===== config.mk =====
export PLATFORM = sky130hd
export DESIGN_NAME = pipe_stage_reg_flat
export DESIGN_NICKNAME = d
export VERILOG_FILES = /design/src/rtl/pipe_stage_if.sv /design/src/rtl/pipe_stage_reg.sv /design/src/flat_wrapper.sv
export SDC_FILE = /design/constraint.sdc
export NUM_CORES = 1
export LEC_CHECK = 0
export ABC_AREA = 0
export CORE_MARGIN = 4
export CORE_UTILIZATION = 32
export DETAILED_ROUTE_END_ITERATION = 8
export PLACE_DENSITY = 0.81
export SLEW_MARGIN = 20
export SYNTH_ARGS = -nofsm -noshare
export SYNTH_HDL_FRONTEND = slang
export SYNTH_SLANG_ARGS = --single-unit
export TNS_END_PERCENT = 10

===== constraint.sdc =====
create_clock -name clk -period 1.2 [get_ports clk]
set_input_delay 0.3 -clock clk [delete_from_list [all_inputs] [get_ports clk]]
set_output_delay 0.3 -clock clk [all_outputs]
set_load 0.02 [all_outputs]

===== src/rtl/pipe_stage_if.sv =====
// Handshake bundle between a pipeline stage register and its neighbours.
// slave = the stage itself, master = the environment driving it.
interface pipe_stage_if #(
    parameter int DATA_W = 64
);
    logic              flush_i;
    logic              up_valid_i;
    logic              up_ready_o;
    logic [DATA_W-1:0] up_data_i;
    logic              dn_valid_o;
    logic              dn_ready_i;
    logic [DATA_W-1:0] dn_data_o;
    logic [1:0]        occupancy_o;

    modport slave (
        input  flush_i, up_valid_i, up_data_i, dn_ready_i,
        output up_ready_o, dn_valid_o, dn_data_o, occupancy_o
    );

    modport master (
        output flush_i, up_valid_i, up_data_i, dn_ready_i,
        input  up_ready_o, dn_valid_o, dn_data_o, occupancy_o
    );
endinterface


===== src/rtl/pipe_stage_reg.sv =====
// Valid/ready pipeline stage register (IF/ID style) with flush and bubble insertion.
// Optional skid slot enabled by defining PIPE_STAGE_SKID_EN (registered up_ready_o).
module pipe_stage_reg #(
    parameter int                DATA_W      = 64,
    parameter logic [DATA_W-1:0] BUBBLE_DATA = {32'h0, 32'h00000013}
) (
    input  logic         clk,
    input  logic         rst,
    pipe_stage_if.slave  bus
);

`ifdef PIPE_STAGE_SKID_EN
    typedef enum logic [1:0] {EMPTY = 2'd0, ONE = 2'd1, TWO = 2'd2} state_t;
`else
    typedef enum logic [1:0] {EMPTY = 2'd0, ONE = 2'd1} state_t;
`endif

    state_t            state_q, state_d;
    logic [DATA_W-1:0] head_q, head_d;
    logic              up_ready;
    logic              dn_valid;
    logic              up_fire;
    logic              dn_fire;

    assign dn_valid = (state_q != EMPTY);

`ifdef PIPE_STAGE_SKID_EN
    logic [DATA_W-1:0] skid_q, skid_d;

    // Depends only on state, so dn_ready_i never reaches up_ready_o.
    assign up_ready = (state_q != TWO);
`else
    assign up_ready = !dn_valid || bus.dn_ready_i;
`endif

    assign up_fire = bus.up_valid_i && up_ready;
    assign dn_fire = dn_valid && bus.dn_ready_i;

    always_comb begin
        state_d = state_q;
        head_d  = head_q;
`ifdef PIPE_STAGE_SKID_EN
        skid_d  = skid_q;
`endif
        if (bus.flush_i) begin
            state_d = EMPTY;
            head_d  = BUBBLE_DATA;
        end else begin
            case (state_q)
                EMPTY: begin
                    if (up_fire) begin
                        state_d = ONE;
                        head_d  = bus.up_data_i;
                    end
                end
                ONE: begin
                    if (up_fire && dn_fire) begin
                        head_d = bus.up_data_i;
                    end else if (dn_fire) begin
                        state_d = EMPTY;
                        head_d  = BUBBLE_DATA;
                    end
`ifdef PIPE_STAGE_SKID_EN
                    else if (up_fire) begin
                        state_d = TWO;
                        skid_d  = bus.up_data_i;
                    end
`endif
                end
`ifdef PIPE_STAGE_SKID_EN
                TWO: begin
                    if (dn_fire) begin
                        state_d = ONE;
                        head_d  = skid_q;
                    end
                end
`endif
                default: begin
                    state_d = EMPTY;
                    head_d  = BUBBLE_DATA;
                end
            endcase
        end
    end

    always_ff @(posedge clk) begin
        if (rst) begin
            state_q <= EMPTY;
            head_q  <= BUBBLE_DATA;
`ifdef PIPE_STAGE_SKID_EN
            skid_q  <= BUBBLE_DATA;
`endif
        end else begin
            state_q <= state_d;
            head_q  <= head_d;
`ifdef PIPE_STAGE_SKID_EN
            skid_q  <= skid_d;
`endif
        end
    end

    assign bus.up_ready_o  = up_ready;
    assign bus.dn_valid_o  = dn_valid;
    assign bus.dn_data_o   = head_q;
    assign bus.occupancy_o = state_q;

endmodule


===== src/flat_wrapper.sv =====
// flat-port wrapper written by rule: the top's interface ports become plain ports
module pipe_stage_reg_flat 
#(
    parameter int                DATA_W      = 64,
    parameter logic [DATA_W-1:0] BUBBLE_DATA = {32'h0, 32'h00000013}
)
  (clk, rst, bus_flush_i, bus_up_valid_i, bus_up_data_i, bus_dn_ready_i, bus_up_ready_o, bus_dn_valid_o, bus_dn_data_o, bus_occupancy_o);
  pipe_stage_if #(.DATA_W(DATA_W)) bus_i ();
  input  logic clk;
  input  logic rst;
  input wire logic [$bits(bus_i.flush_i)-1:0] bus_flush_i;
  input wire logic [$bits(bus_i.up_valid_i)-1:0] bus_up_valid_i;
  input wire logic [$bits(bus_i.up_data_i)-1:0] bus_up_data_i;
  input wire logic [$bits(bus_i.dn_ready_i)-1:0] bus_dn_ready_i;
  output wire logic [$bits(bus_i.up_ready_o)-1:0] bus_up_ready_o;
  output wire logic [$bits(bus_i.dn_valid_o)-1:0] bus_dn_valid_o;
  output wire logic [$bits(bus_i.dn_data_o)-1:0] bus_dn_data_o;
  output wire logic [$bits(bus_i.occupancy_o)-1:0] bus_occupancy_o;
  assign bus_i.flush_i = bus_flush_i;
  assign bus_i.up_valid_i = bus_up_valid_i;
  assign bus_i.up_data_i = bus_up_data_i;
  assign bus_i.dn_ready_i = bus_dn_ready_i;
  assign bus_up_ready_o = bus_i.up_ready_o;
  assign bus_dn_valid_o = bus_i.dn_valid_o;
  assign bus_dn_data_o = bus_i.dn_data_o;
  assign bus_occupancy_o = bus_i.occupancy_o;
  pipe_stage_reg #(.DATA_W(DATA_W), .BUBBLE_DATA(BUBBLE_DATA)) u_core (.clk(clk), .rst(rst), .bus(bus_i));
endmodule

==> flow_metrics.env <==
export IMPL_cts_buffers=9
export IMPL_r2r_cells=4
export IMPL_drtAntennaViolNets=0
export IMPL_tns_ps=-1618
export IMPL_cp_end_kind="flop"
export IMPL_cts_tree="yes"
export IMPL_syn_inst=155
export IMPL_top_layer="met4"
export IMPL_wl_met2_um=3197
export IMPL_wirelength_um=6876
export IMPL_synth_top_cells_by_area="dfxtp_1, a22o_1, buf_6"
export IMPL_root_buffer="clkbuf_8"
export IMPL_worstPathMaxFanout=29
export IMPL_fin_crit_ps=1248
export IMPL_drcViolationCount=0
export IMPL_crit_type="reg2reg"
export IMPL_hold_path_class="reg2reg"
export IMPL_setup_violations=55
export IMPL_clock_sinks=65
export IMPL_dp_hpwl_um=4187
export IMPL_die_h_um=88.10
export IMPL_rows=28
export IMPL_drt_pass1_iterations=5
export IMPL_fin_cells=382
export IMPL_p_leak_nw=1.602
export IMPL_regToRegEndpoint="u_core.bus.dn_data_o[27]$_SDFFE_PP0P_"
export IMPL_vias_per_cell=4.901
export IMPL_initial_utilization=0.3388
export IMPL_grt_max_degree=33
export IMPL_grt_pass1_wl_um=10150
export IMPL_grt_ovfl_total=0
export IMPL_cp_required_ps=1460
export IMPL_max_freq_mhz=801.2
export IMPL_cp_start_kind="flop"
export IMPL_wl_met3_um=635
export IMPL_pin_count=137
export IMPL_grt_pass1_vias=1950
export IMPL_rsz0062_at_grt="true"
export IMPL_wl_per_cell_um=18.00
export IMPL_reg2reg_from="u_core.bus.occupancy_o[0]$_SDFFE_PP0P_"
export IMPL_antenna_found_initial=0
export IMPL_failed_checks="setup timing"
export IMPL_io_buffers=135
export IMPL_avgSynthCellArea_um2=13.25
export IMPL_dr_total_vias=1872
export IMPL_ys_ff_latch=65
export IMPL_cp_arrival_ps=1510
export IMPL_dp_cells=363
export IMPL_fin_skew_ps=7.422
export IMPL_fin_area_mm2=0.003447
export IMPL_holdPathStages=1
export IMPL_htreeDepth=3
export IMPL_synth_area_mm2=0.002053
export IMPL_hp_start="u_core.bus.dn_data_o[56]$_SDFFE_PP0P_"
export IMPL_clock_latency_ps=320
export IMPL_clk_path_buf_depth=2
export IMPL_final_seq_area_mm2=0.001305
export IMPL_dpl_worst_slack_ps=-674.5
export IMPL_drt_met1_wl_um=2909
export IMPL_ys_types=16
export IMPL_die_w_um=88.10
export IMPL_multiInputGateArea_um2=698.2
export IMPL_fin_ws_ps=-48.11
export IMPL_ir_worst_vdd_uv=752.8
export IMPL_core_area_mm2=0.006061
export IMPL_drtIter0Drc=46
export IMPL_yosysTopAreaCell="dfxtp_1"
export IMPL_drive_above_1_share=0.3485
export IMPL_min_to="u_core.bus.dn_data_o[56]$_SDFFE_PP0P_"
export IMPL_rrSetupSlack_ps=-50
export IMPL_status="finished with violations"
export IMPL_ctsHoldBuffers=0
export IMPL_fill_cells=549
export IMPL_synth_top_cell_area_share=0.6338
export IMPL_power_density_mw_per_mm2=1281
export IMPL_dieArea_mm2=0.007762
export IMPL_yosysWarnings=0
export IMPL_clk_pin_slew_ps=70
export IMPL_maxCapViolCount=0
export IMPL_finalPower_mw=4.414
export IMPL_place_area_mm2=0.003511
export IMPL_finalHoldViolCount=0
export IMPL_final_nets=375
export IMPL_antenna_cells=0
export IMPL_syn_nets=224
export IMPL_areaGrowthSynthToFinish_pct=67.89
export IMPL_fin_crit_sh=1.040
export IMPL_slew_violations=0
export IMPL_track_usage=0.1742
export IMPL_gp_congestion=0.7190
export IMPL_seq_area_frac_synth=0.6338
==> metal layers <==
metal	track usage	vias up
li1	-	892
met5	0	-
met4	0.07692	0
met3	0.05644	11
met2	0.2849	82
met1	0.2093	887
==> worst max-delay path, cell delays in order (launching register included) <==
cell     delay [ps]
dfxtp_4         390
mux2i_4         230
and2_4          220
buf_12          190
a22o_1          160
==> metrics by stage <==
step                hold slack [ps]  utilization
global route                  491.4       0.5687
CTS                           480.9       0.5628
finish                        477.8       0.5687
floorplan                     419.1            -
global placement              460.4       0.5793
detailed placement            467.6       0.5793
==> registers in the layout (all words and copies together) (netlist names) <==
name,flops
u_core.bus.dn_data_o,64
u_core.bus.occupancy_o,1
==> where the power goes <==
group          leakage (nW)  internal, mW  total, mW  switching, mW
Clock                0.0830         0.813       1.54          0.723
Combinational         0.988         0.343      0.609          0.266
Sequential            0.530          2.23       2.27         0.0384
Total                  1.60          3.39       4.41           1.03
==> worst max path at each step <==
stage | from | to | slack [ps] | depth (start not counted)
floorplan | u_core.bus.occupancy_o[0]$_SDFFE_PP0P_ | u_core.bus.dn_data_o[10]$_SDFFE_PP0P_ | -4 | 5
global placement | bus_dn_ready_i | u_core.bus.dn_data_o[61]$_SDFFE_PP0P_ | -630 | 4
detailed placement | bus_dn_ready_i | u_core.bus.dn_data_o[15]$_SDFFE_PP0P_ | -670 | 4
CTS | u_core.bus.dn_data_o[38]$_SDFFE_PP0P_ | bus_dn_data_o[38] | -90 | 1
global route | u_core.bus.occupancy_o[0]$_SDFFE_PP0P_ | u_core.bus.dn_data_o[7]$_SDFFE_PP0P_ | -120 | 4
finish | u_core.bus.occupancy_o[0]$_SDFFE_PP0P_ | u_core.bus.dn_data_o[27]$_SDFFE_PP0P_ | -50 | 4
==> kinds of logic (layout without fill, tap and decap cells) <==
logic type | after synthesis | count (layout) | synth area share
AO/OA/AOI/OAI | 65 | 65 | 0.2767
buffers and inverters | 17 | 165 | 0.06764
flip-flops | 65 | 65 | 0.6338
multiplexers | 1 | 1 | 0.004875
other | 1 | 1 | 0.001826
AND/OR/NAND/NOR | 6 | 10 | 0.01523
==> layout make-up <==
class | instances | area share
clock inverters | 1 | 0.001452
well taps | 75 | 0.02722
multi-input cells | 77 | 0.2025
clock buffers | 11 | 0.04392
repair buffers | 152 | 0.3452
flip-flops and latches | 65 | 0.3786
inverters | 1 | 0.001089
==> layout by cell type (no fill, tap or decap) <==
| cell type | count |
|---|---|
| clkbuf_2 | 1 |
| a21boi_0 | 1 |
| buf_12 | 2 |
| o22a_1 | 3 |
| and2_4 | 1 |
| buf_6 | 1 |
| and3_4 | 5 |
| dfxtp_1 | 64 |
| a22o_1 | 61 |
| mux2i_4 | 1 |
| nand3_2 | 1 |
| dlygate4sd2_1 | 4 |
| clkbuf_8 | 11 |
| dfxtp_4 | 1 |
| clkinv_2 | 1 |
| nor2_4 | 1 |
| inv_1 | 1 |
| buf_2 | 64 |
| conb_1 | 1 |
| clkdlybuf4s50_1 | 64 |
| clkbuf_16 | 1 |
| nand2b_4 | 1 |
| buf_4 | 15 |
| nand2_1 | 1 |
==> cell usage after synthesis <==
cell type and number:
a21boi_0 1, a22o_1 61, and2_1 1, and3_1 1, buf_2 6, buf_4 2, buf_6 8, conb_1 1
dfxtp_1 65, inv_1 1, mux2i_1 1, nand2_1 1, nand2b_1 1, nand3_1 1, nor2_1 1, o22a_1 3
==> timing repair <==
action	in CTS	in global routing
setup buffers	2	0
resized for setup	280	4
cloned	4	1
pin swaps	8	7
endpoints found under the setup margin	128	64
Note: power is estimated with default switching activity, not from simulation.
